==> src/rtl/sram_pkg.sv <==
// Shared types and constants for the external SRAM arbiter and its helpers.
package sram_pkg;

   typedef enum logic [1:0] {
      ST_IDLE,
      ST_SETUP,
      ST_ACCESS,
      ST_HOLD
   } arb_state_t;

   localparam int PORT_CPU        = 0;
   localparam int PORT_LD         = 1;
   localparam int DEF_WAIT_CYCLES = 2;
   localparam int SRAM_AW         = 20;
   localparam int SRAM_DW         = 16;

endpackage

==> src/rtl/sram_arbiter_rr_pick2.sv <==
// Two-input round-robin selector: a lone requester wins, a tie goes to the
// port that was not served last. Purely combinational, one-hot result.
module rr_pick2 (
   input  logic [1:0] req_i,
   input  logic       last_i,
   output logic [1:0] win_o
);

   assign win_o[0] = req_i[0] & (~req_i[1] |  last_i);
   assign win_o[1] = req_i[1] & (~req_i[0] | ~last_i);

endmodule

==> src/rtl/sram_arbiter.sv <==
// Two-port arbiter and setup/access/hold sequencer for the 1Mx16 external SRAM.
// Strobes are decoded from registered state only, so reset releases them at once.
module sram_arbiter
   import sram_pkg::*;
#(
   parameter int WAIT_CYCLES = DEF_WAIT_CYCLES,
   parameter int AW          = 16
) (
   input  logic                 clk,
   input  logic                 rst_n,
   input  logic [1:0]           req_i,
   input  logic [1:0]           we_i,
   input  logic [AW-1:0]        addr0_i,
   input  logic [AW-1:0]        addr1_i,
   input  logic [SRAM_DW-1:0]   wdata0_i,
   input  logic [SRAM_DW-1:0]   wdata1_i,
   output logic [1:0]           gnt_o,
   output logic [1:0]           done_o,
   output logic [SRAM_DW-1:0]   rdata_o,
   output logic                 ce_n_o,
   output logic                 oe_n_o,
   output logic                 we_n_o,
   output logic                 ub_n_o,
   output logic                 lb_n_o,
   output logic [SRAM_AW-1:0]   addr_o,
   output logic [SRAM_DW-1:0]   sram_wdata_o,
   input  logic [SRAM_DW-1:0]   sram_rdata_i,
   output logic                 sram_oe_o
);

   localparam int CW = (WAIT_CYCLES > 1) ? $clog2(WAIT_CYCLES) : 1;
   localparam logic [CW-1:0] CNT_LOAD = CW'(WAIT_CYCLES - 1);

   arb_state_t          state_q, state_d;
   logic                port_q, port_d;
   logic                we_q, we_d;
   logic                last_q, last_d;
   logic [SRAM_AW-1:0]  addr_q, addr_d;
   logic [SRAM_DW-1:0]  wdata_q, wdata_d;
   logic [SRAM_DW-1:0]  rdata_q, rdata_d;
   logic [CW-1:0]       cnt_q, cnt_d;
   logic [1:0]          win;
   logic                active;

   rr_pick2 u_pick (
      .req_i  (req_i),
      .last_i (last_q),
      .win_o  (win)
   );

   always_ff @(posedge clk or negedge rst_n) begin
      if (!rst_n) begin
         state_q <= ST_IDLE;
         port_q  <= 1'b0;
         we_q    <= 1'b0;
         last_q  <= 1'b1;
         addr_q  <= '0;
         wdata_q <= '0;
         rdata_q <= '0;
         cnt_q   <= '0;
      end else begin
         state_q <= state_d;
         port_q  <= port_d;
         we_q    <= we_d;
         last_q  <= last_d;
         addr_q  <= addr_d;
         wdata_q <= wdata_d;
         rdata_q <= rdata_d;
         cnt_q   <= cnt_d;
      end
   end

   always_comb begin
      state_d = state_q;
      port_d  = port_q;
      we_d    = we_q;
      last_d  = last_q;
      addr_d  = addr_q;
      wdata_d = wdata_q;
      rdata_d = rdata_q;
      cnt_d   = cnt_q;
      case (state_q)
         ST_IDLE: begin
            if (|win) begin
               state_d = ST_SETUP;
               port_d  = win[PORT_LD];
               we_d    = we_i[win[PORT_LD]];
               addr_d  = SRAM_AW'(win[PORT_LD] ? addr1_i : addr0_i);
               wdata_d = win[PORT_LD] ? wdata1_i : wdata0_i;
            end
         end
         ST_SETUP: begin
            state_d = ST_ACCESS;
            cnt_d   = CNT_LOAD;
         end
         ST_ACCESS: begin
            if (cnt_q == '0) begin
               state_d = ST_HOLD;
               // Read data is sampled at the close of the final OE-low cycle.
               if (!we_q) begin
                  rdata_d = sram_rdata_i;
               end
            end else begin
               cnt_d = cnt_q - 1'b1;
            end
         end
         ST_HOLD: begin
            state_d = ST_IDLE;
            last_d  = port_q;
         end
         default: state_d = ST_IDLE;
      endcase
   end

   assign active = (state_q != ST_IDLE);

   for (genvar gi = 0; gi < 2; gi++) begin : g_port
      assign gnt_o[gi]  = active & (port_q == 1'(gi));
      assign done_o[gi] = (state_q == ST_HOLD) & (port_q == 1'(gi));
   end

   assign ce_n_o       = ~active;
   assign ub_n_o       = ~active;
   assign lb_n_o       = ~active;
   assign oe_n_o       = ~((state_q == ST_ACCESS) & ~we_q);
   assign we_n_o       = ~((state_q == ST_ACCESS) &  we_q);
   assign sram_oe_o    = active & we_q;
   assign addr_o       = addr_q;
   assign sram_wdata_o = wdata_q;
   assign rdata_o      = rdata_q;

endmodule

==> config.mk <==
export PLATFORM = sky130hd
export DESIGN_NAME = sram_arbiter
export DESIGN_NICKNAME = d
export VERILOG_FILES = /design/src/rtl/sram_pkg.sv /design/src/rtl/sram_arbiter_rr_pick2.sv /design/src/rtl/sram_arbiter.sv
export SDC_FILE = /design/constraint.sdc
export NUM_CORES = 1
export LEC_CHECK = 0
export CORE_MARGIN = 5
export CORE_UTILIZATION = 38
export CTS_CLUSTER_SIZE = 12
export DETAILED_ROUTE_END_ITERATION = 8
export GPL_ROUTABILITY_DRIVEN = 0
export PLACE_DENSITY = 0.8
export REMOVE_ABC_BUFFERS = 1
export SLEW_MARGIN = 20
export SYNTH_ARGS = -nofsm -noshare
export SYNTH_HDL_FRONTEND = slang
export SYNTH_HIERARCHICAL = 1
export SYNTH_SLANG_ARGS = --single-unit
==> constraint.sdc <==
create_clock -name clk -period 2 [get_ports clk]
set_input_delay 0.3 -clock clk [delete_from_list [all_inputs] [get_ports clk]]
set_output_delay 0.3 -clock clk [all_outputs]
set_load 0.01 [all_outputs]
==> run metrics <==
status completed; Synth Instances 215; Final Skew 8.580 ps; filler instances 561; per-cell routed wire length 15.40 um; Synth top area share 51.41%; worst path cell trace ha_2 > nor2b_1 > clkdlybuf4s50_1; Crit. End Element output pin; NumNets Final 449; Synth cell types 29; largest cells by area after synthesis dfrtp_1, mux2i_1, mux2_4; final worst-path cycle share 96.57%; Worst setup SP type flip-flop; register area share after synthesis 52.42%; min-delay worst type input port to asynchronous set/reset pin; routed wl met2 3317 um; core area 6681 um^2; first-pass GRT wire length 10650 um; ant diodes 0; most area-hungry cell type in the Yosys netlist dfrtp_1; FF/Latch Area 1353 um^2; max_cap viols 0; DP Cell Count 427; Mapped Area 2580 um^2; Setup-failing EPs final 0; All-Layer GR Usage 15.74%; unrepaired setup endpoints after global routing true; 1st-iter DRT viols 40; I/O pin count 148; total chip power 5.773 mW; H-tree Lvls 2; initial cell density of the core 38.61%; Final Critical Period 1931 ps; mean area per synthesized cell 12.00 um^2; r2r setup slk 310 ps; die area 8537 um^2; synth warn 6; Max Clk Rate 517.8 MHz; Multi-input gate area 1111 um^2; slowest CP cell clkdlybuf4s50_1; DR top layer met4; DIE HEIGHT 92.40 um; drt drc 0; Critical Path Max Stage Delay 540 ps; metal1 wirelength 2632 um; crit path max fanout 4; clock tree buffer depth 2; placed wire-length estimate 5235 um; clock sinks 54; vias in the first global route 2138; number of antenna violations at the first check in global routing 0; pwr dens 1363 nW/um^2; latest clock arrival within the worst-skew pair 310 ps; required time of the critical path 1700 ps; Final Hold Fails 0; Clock transition at path regs 90 ps; arrival time at the worst endpoint 1630 ps; post-route insts no fill 440; P_leak 1.884 nW; Fin Hold WS 484.6 ps; Synth-to-Final Area Change 64.11%; CTS buffer count 5; Rows 30; Die Wd 92.40 um; Remaining Overflow, GRT 0; Setup CP Type flip-flop to output pin; PortBufs 143; Final Max Slew Viols 0; DR WL met3 714 um; maximum vdd drop 0.0005815 V; vias per inst 4.657; critical path's top delay family buffers and inverters; Synth Register Bits 54; CTS tree yes; layout cells sized above 1 12.22%; Routed WL 6776 um; Worst Path Buf+Inv 1; largest net degree at the start of global routing 67; vias 2049; root buffer cell clkbuf_8; TritonRoute pass-1 iters 4; DRT antenna net count 0
synthesized netlist by cell type:
cell / count
dfrtp_1: 53
nand2_1: 35
mux2i_1: 34
o21ai_0: 22
o21ai_1: 11
mux2_4: 10
buf_4: 8
mux2_2: 7
buf_6: 5
ha_1: 4
inv_1: 4
nor2b_1: 3
clkbuf_1: 2
clkbuf_4: 2
a21boi_0: 1
a21boi_1: 1
a21oi_1: 1
a22o_1: 1
and2_1: 1
buf_12: 1
conb_1: 1
dfstp_2: 1
mux2_1: 1
nand2b_4: 1
nor2_1: 1
nor2_8: 1
nor3b_2: 1
o21ai_2: 1
o32a_1: 1
logic make-up after synthesis:
family	count (synthesis)	share of synthesized area, %
fa+ha+maj	4	1.940
flops	54	52.42
buf+inv	22	6.741
compound gates	39	8.245
mux	52	22.50
other cells	1	0.1454
simple gates	43	8.002
layout by cell type (no fill, tap or decap), types with 4 or more instances in the layout:
cell type	n
buf_4	5
clkdlybuf4s50_1	137
o21ai_1	11
mux2_2	7
conb_1	4
nand2_1	35
o21ai_0	22
mux2i_1	34
dfrtp_1	53
mux2_4	10
clkbuf_8	5
registers in the layout (all words and copies together), names as in the netlist:
signal        count
sram_wdata_o     16
addr_o           16
state_q           2
last_q            1
port_q            1
cnt_q             1
we_q              1
rdata_o          16
metrics by stage:
step	worst slack [ps]	TNS (ps)	instance area [um^2]	util [%]
5_1_grt	-14.58	-14.58	4234	63.37
4_1_cts	7.293	0	4194	62.77
6_report	68.70	0	4234	63.37
3_3_place_gp	184.1	0	4045	60.54
2_1_floorplan	-4245	-148210	2432	-
3_5_place_dp	94.84	0	4045	60.54
path summary, 6_finish.rpt:
path / start / cells past startpoint / endpoint
max: state_q[1] / 3 / done_o[0]
min: rst_n / 2 / port_q
max reg2reg: state_q[1] / 6 / state_q[1]
min reg2reg: sram_wdata_o[2] / 2 / sram_wdata_o[2]
max in group asynchronous: rst_n / 3 / addr_o[3]
min in group clk: sram_wdata_o[2] / 2 / sram_wdata_o[2]
layer usage:
| layer | track usage [%] | vias up |
|---|---|---|
| met3 | 6.255 | 11 |
| met2 | 26.95 | 96 |
| li1 | - | 1007 |
| met4 | 5.074 | 0 |
| met5 | 0 | - |
| met1 | 17.92 | 935 |
worst register-to-register path, delay by kind of cell (launching register included):
kind / cells / cell delay [ps]
flops: 1 / 430
mux: 1 / 340
buf+inv: 2 / 250
fa+ha+maj: 1 / 200
compound gates: 1 / 200
simple gates: 1 / 160
power by group:
part	switching (mW)	internal, mW	total [mW]
Clock	0.373	0.380	0.753
Combinational	1.26	1.79	3.06
Sequential	0.328	1.64	1.96
area by class of cell:
cell class | count | area share, %
Timing Repair Buffer | 152 | 36.35
Sequential cell | 54 | 31.94
Multi-Input combinational cell | 142 | 26.24
Tap cell | 80 | 2.364
Clock buffer | 5 | 1.625
Clock inverter | 3 | 1.123
Inverter | 4 | 0.3546
repair_timing:
item | in CTS | in global routing
gates resized for setup | 7 | 4
pin swaps | 0 | 1
hold buffers | 1 | 0
endpoints found under the hold margin | 18 | 0
buffers inserted | 0 | 4
endpoints found under the setup margin | 8 | 8
No activity file was read; power rests on OpenSTA's default activity.
